`src/rtl/arb_pkg.sv`:
```
// Shared definitions for the instruction/data memory arbiter.
//   arbState_t        : 2-bit FSM encoding (IDLE, FETCH_PEND, DATA_PEND)
//   STARVE_LIMIT_DEF  : default fetch starvation bound
//   ctrWidth()        : bits needed to hold a counter value 0..limit
package arb_pkg;

  typedef enum logic [1:0] {
    IDLE       = 2'd0,
    FETCH_PEND = 2'd1,
    DATA_PEND  = 2'd2
  } arbState_t;

  localparam int STARVE_LIMIT_DEF = 3;

  function automatic int ctrWidth(input int limit);
    return (limit < 1) ? 1 : $clog2(limit + 1);
  endfunction

endpackage

```
`src/rtl/starve_ctr.sv`:
```
// Fetch starvation counter. Counts consecutive cycles in which a fetch
// request was denied, saturating at STARVE_LIMIT; clears when the fetch
// is granted or withdrawn.
//   clk, reset : clock, synchronous active-low reset
//   ifReq      : fetch request this cycle
//   ifGnt      : fetch granted this cycle
//   starveQ    : current count
//   starved    : count has reached STARVE_LIMIT
module starve_ctr
  import arb_pkg::*;
#(
  parameter int STARVE_LIMIT = STARVE_LIMIT_DEF,
  parameter int CW           = ctrWidth(STARVE_LIMIT)
) (
  input  logic          clk,
  input  logic          reset,
  input  logic          ifReq,
  input  logic          ifGnt,
  output logic [CW-1:0] starveQ,
  output logic          starved
);

  localparam logic [CW-1:0] LIMIT = CW'(STARVE_LIMIT);

  assign starved = (starveQ == LIMIT);

  always_ff @(posedge clk) begin
    if (!reset)                starveQ <= '0;
    else if (ifGnt || !ifReq) starveQ <= '0;
    else if (!starved)         starveQ <= starveQ + 1'b1;
  end

endmodule

```
`src/rtl/mem_arbiter.sv`:
```
// Single-port memory arbiter between instruction fetch and data access.
// Data wins over fetch unless the fetch has been denied STARVE_LIMIT
// cycles in a row. One access per cycle; grants and mem_* are
// combinational in the request cycle, read data returns one cycle later
// and is flagged by the rvalid of whichever side owned the access.
//   clk, reset          : clock, synchronous active-low reset
//   if_*                : fetch request / grant / read return
//   d_*                 : data request / grant / read return
//   mem_*               : single-port memory strobe and read data
//   stall_if, stall_mem : denied-request stalls to the hazard unit
// Optional build macro ARB_PERF_CNT_EN adds conflict_cnt and forced_cnt.
module mem_arbiter
  import arb_pkg::*;
#(
  parameter int AW           = 32,
  parameter int DW           = 32,
  parameter int STARVE_LIMIT = STARVE_LIMIT_DEF
) (
  input  logic            clk,
  input  logic            reset,
  input  logic            if_req,
  input  logic [AW-1:0]   if_addr,
  output logic            if_gnt,
  output logic            if_rvalid,
  output logic [DW-1:0]   if_rdata,
  input  logic            d_req,
  input  logic            d_we,
  input  logic [DW/8-1:0] d_be,
  input  logic [AW-1:0]   d_addr,
  input  logic [DW-1:0]   d_wdata,
  output logic            d_gnt,
  output logic            d_rvalid,
  output logic [DW-1:0]   d_rdata,
  output logic            mem_req,
  output logic            mem_we,
  output logic [DW/8-1:0] mem_be,
  output logic [AW-1:0]   mem_addr,
  output logic [DW-1:0]   mem_wdata,
  input  logic [DW-1:0]   mem_rdata,
  output logic            stall_if,
  output logic            stall_mem
`ifdef ARB_PERF_CNT_EN
  ,
  output logic [31:0]     conflict_cnt,
  output logic [31:0]     forced_cnt
`endif
);

  localparam int CW = ctrWidth(STARVE_LIMIT);

  arbState_t     state, stateNext;
  logic [CW-1:0] starveQ;
  logic          starved;
  logic          forceFetch;

  starve_ctr #(.STARVE_LIMIT(STARVE_LIMIT), .CW(CW)) uStarve (
    .clk     (clk),
    .reset   (reset),
    .ifReq   (if_req),
    .ifGnt   (if_gnt),
    .starveQ (starveQ),
    .starved (starved)
  );

  // Grants are held off for the whole reset cycle.
  assign forceFetch = if_req && starved;
  assign d_gnt      = reset && d_req && !forceFetch;
  assign if_gnt     = reset && if_req && (!d_req || forceFetch);

  assign stall_if  = if_req && !if_gnt;
  assign stall_mem = d_req && !d_gnt;

  always_comb begin
    mem_req   = 1'b0;
    mem_we    = 1'b0;
    mem_be    = '0;
    mem_addr  = '0;
    mem_wdata = '0;
    stateNext = IDLE;
    if (d_gnt) begin
      mem_req   = 1'b1;
      mem_we    = d_we;
      mem_be    = d_be;
      mem_addr  = d_addr;
      mem_wdata = d_wdata;
      stateNext = d_we ? IDLE : DATA_PEND;
    end else if (if_gnt) begin
      mem_req   = 1'b1;
      mem_be    = '1;
      mem_addr  = if_addr;
      stateNext = FETCH_PEND;
    end
  end

  always_ff @(posedge clk) begin
    if (!reset) state <= IDLE;
    else        state <= stateNext;
  end

  // An access outstanding when reset arrives is dropped: its return is
  // masked in the reset cycle, and the state is IDLE right after.
  assign if_rvalid = reset && (state == FETCH_PEND);
  assign d_rvalid  = reset && (state == DATA_PEND);
  assign if_rdata  = mem_rdata;
  assign d_rdata   = mem_rdata;

`ifdef ARB_PERF_CNT_EN
  logic conflictCyc, forcedGnt;
  logic [31:0] conflictCnt, forcedCnt;

  assign conflictCyc = if_req && d_req;
  // Forced only when data was also asking; a lone fetch wins anyway.
  assign forcedGnt   = if_gnt && d_req && starved;

  always_ff @(posedge clk) begin
    if (!reset) begin
      conflictCnt <= '0;
      forcedCnt   <= '0;
    end else begin
      if (conflictCyc) conflictCnt <= conflictCnt + 32'd1;
      if (forcedGnt)   forcedCnt   <= forcedCnt + 32'd1;
    end
  end

  assign conflict_cnt = conflictCnt;
  assign forced_cnt   = forcedCnt;
`endif

endmodule

```
`config.mk`:
```
export PLATFORM = sky130hd
export DESIGN_NAME = mem_arbiter
export DESIGN_NICKNAME = d
export VERILOG_FILES = /design/src/rtl/arb_pkg.sv /design/src/rtl/starve_ctr.sv /design/src/rtl/mem_arbiter.sv
export SDC_FILE = /design/constraint.sdc
export NUM_CORES = 1
export LEC_CHECK = 0
export BUFFER_PORTS_ARGS = -buffer_cell sky130_fd_sc_hd__clkbuf_2
export CAP_MARGIN = 20
export CORE_AREA = 2 2 108 110
export DETAILED_ROUTE_END_ITERATION = 8
export DIE_AREA = 0 0 110 112
export PLACE_DENSITY = 0.49
export SKIP_CTS_REPAIR_TIMING = 1
export SYNTH_ARGS = -nofsm -noshare
export SYNTH_HDL_FRONTEND = slang
export SYNTH_SLANG_ARGS = --single-unit
```
`constraint.sdc`:
```
create_clock -name clk -period 1.8 [get_ports clk]
set_input_delay 0.36 -clock clk [delete_from_list [all_inputs] [get_ports clk]]
set_output_delay 0.36 -clock clk [all_outputs]
set_load 0.01 [all_outputs]
```
==> run metrics <==
router iterations before antenna repair 4; clk_lat worst skew 0.22 ns; Die Ht 112 um; # diodes 0; Setup crit end kind primary output; Synth Area in Compound Gates 0.2260; Final setup viols 4; Data arrival, critical path 1.47 ns; Place WS -0.1249 ns; Final Skew 0.0009909 ns; main combinational cell family by area after synthesis buffers and inverters; fmax 0.5466 GHz; Filler cells 1269; Die Wd 110 um; GRT Residual Overflow 0; number of global-route vias before repair 1820; share of layout cells above drive strength 1 0.6704; largest net degree at the start of global routing 36; synthesis-to-layout area growth 57.15%; Synth Area per Inst 6.532 um^2; Clk pin slew, worst setup/hold paths 0.03 ns; CTS buffer count 3; worst flop-to-flop path endpoint state[0]; Worst R2R Setup Slack 0.67 ns; setup ws final -0.02936 ns; Mapped Cells 245; via count 1968; Hold Vio Cnt, Final 0; design area 2515 um^2; post-synthesis xor/xnor area fraction 0; final core area utilization 0.2251; P_leak 1.359 nW; simple-gate portion of the synthesized area 0.3385; CTS sink cnt 4; Net Count, Synth 383; number of distinct library cells after synthesis 23; root buffer cell clkbuf_16; Routed Antenna Nets 0; antenna violations before repair 0; via/cell ratio 3.928; CTS tree yes; IO Pins 277; hold path depth 2; Setup Crit Path Kind flip-flop to primary output; YS warnings 0; die area 12320 um^2; R2R depth 5; Rows 39; Worst R2R Start uStarve.starveQ[0]; # DRC 0; Hold Path Sink state[1]; Port-buffer cells 180; Yosys reg bits 4; Placed Area 2183 um^2; GP Congestion 0.7286; period utilization 1.016; post-synthesis mux area share 0; Slew @ Worst Pin 0.2620 ns; Fin Hold WS 0.3318 ns; Final Max Tran Viols 0; Mapped Area 1600 um^2; H-tree levels 1; RSZ-0062 raised after global routing yes; Clock Path Buffers 2; adder-cell share of the synthesized area 0.007819; routed wire length 6.968 mm; hold path startpoint d_we; Slew Limit Headroom 0.8229; pwr dens 383.4 nW/um^2; Peak VDD IR 176.1 uV; MaxCap Viol Count 0; Final nets 498; Startpoint Class flip-flop; DRC violation total after the first TritonRoute iteration 35; Worst Path Required 1.44 ns; violations in the final reports setup timing; status finished with violations; first-pass GRT wire length 8.604 mm; area of the core 11170 um^2; Detail Placement HPWL 5.160 mm; worst hold-check path type input port to flip-flop; Avg WL per Cell 13.91 um; Initial Utilization 0.1432; all-layer global routing usage 0.08927; CP max FO 7; Tmin final 1.829 ns; Seq/Total Area, Yosys 0.05004
-- registers in the layout, summed over array words and instances (netlist names) --
register	cells
state	2
uStarve.starveQ	2
-- cells in the mapped netlist, drive strengths merged --
| cell | instances | area share |
|---|---|---|
| a21boi | 1 | 0.0047 |
| a21oi | 6 | 0.026 |
| and2 | 33 | 0.13 |
| buf | 79 | 0.36 |
| clkbuf | 4 | 0.0094 |
| dfxtp | 4 | 0.050 |
| ha | 1 | 0.0078 |
| inv | 2 | 0.0047 |
| nand2 | 73 | 0.17 |
| nand2b | 1 | 0.0039 |
| nor2 | 5 | 0.015 |
| nor2b | 1 | 0.0039 |
| nor3b | 1 | 0.0047 |
| nor4 | 1 | 0.0039 |
| nor4b | 1 | 0.0055 |
| o22ai | 32 | 0.20 |
-- where the power goes --
group	internal, W	leakage [nW]	switching, W
sequential	0.0000926	0.0336	0.00000185
combinational	0.000261	1.29	0.000265
clock	0.000284	0.0370	0.0000596
total	0.000637	1.36	0.000327
-- per-layer routing --
metal,up-vias,share of wire,GRT usage
met5,-,0,0
met4,0,0.019,0.03797
met3,20,0.092,0.02400
met2,111,0.53,0.1746
met1,879,0.36,0.08389
li1,958,-,-
-- placed cells by master, fill, tap and decap left out, types with 4 or more instances in the layout --
cell type  Yosys  routed
clkbuf_2       0     155
nand2_1       72      69
and2_1        33      32
o22ai_2       18      26
buf_2          9      22
buf_6          3       7
clkbuf_16      0       6
o22ai_1       14       5
a21oi_2        0       4
-- stage by stage --
stage	TNS, ns	cells	total power, W
2_1_floorplan	0	245	0.0004743
3_3_place_gp	-1.280	493	0.0005542
3_5_place_dp	-3.485	493	0.0005626
4_1_cts	-5.980	496	0.0009112
5_1_grt	-1.266	501	0.001033
6_report	-0.05415	501	0.0009642
-- worst max path at each step --
stage	startpoint	end	slack [ns]	depth (start not counted)
finish	uStarve.starveQ[1]	mem_be[1]	-0.03	6
global route	uStarve.starveQ[0]	mem_be[1]	-0.07	6
CTS	uStarve.starveQ[0]	mem_addr[28]	-0.15	6
detailed placement	reset	mem_addr[19]	-0.12	5
global placement	reset	if_rvalid	-0.06	5
floorplan	uStarve.starveQ[0]	mem_addr[23]	0.27	6
-- cells by family (layout without fill, tap and decap cells) --
family	Yosys count	after routing
flip-flops	4	4
buffers and inverters	85	198
AO/OA/AOI/OAI	39	39
AND/OR/NAND/NOR	116	116
adder cells (fa/ha/maj)	1	1
-- final cells by class --
cell class                 instances  area, um^2  share of cell area
timing repair buffer             193        1122              0.4463
multi-input combinational        156        1049              0.4169
sequential                         4       82.58             0.03284
inverter                           2       7.507            0.002985
clock buffer                       3       75.07             0.02985
tap                              143       178.9             0.07114
-- critical path, stage by stage (launching register included) --
cell,delay [ns]
dfxtp_2,0.33
ha_4,0.18
nand2b_4,0.17
nand2_8,0.09
clkbuf_16,0.19
a21oi_2,0.14
buf_2,0.15
(Power assumes the default switching activity.)
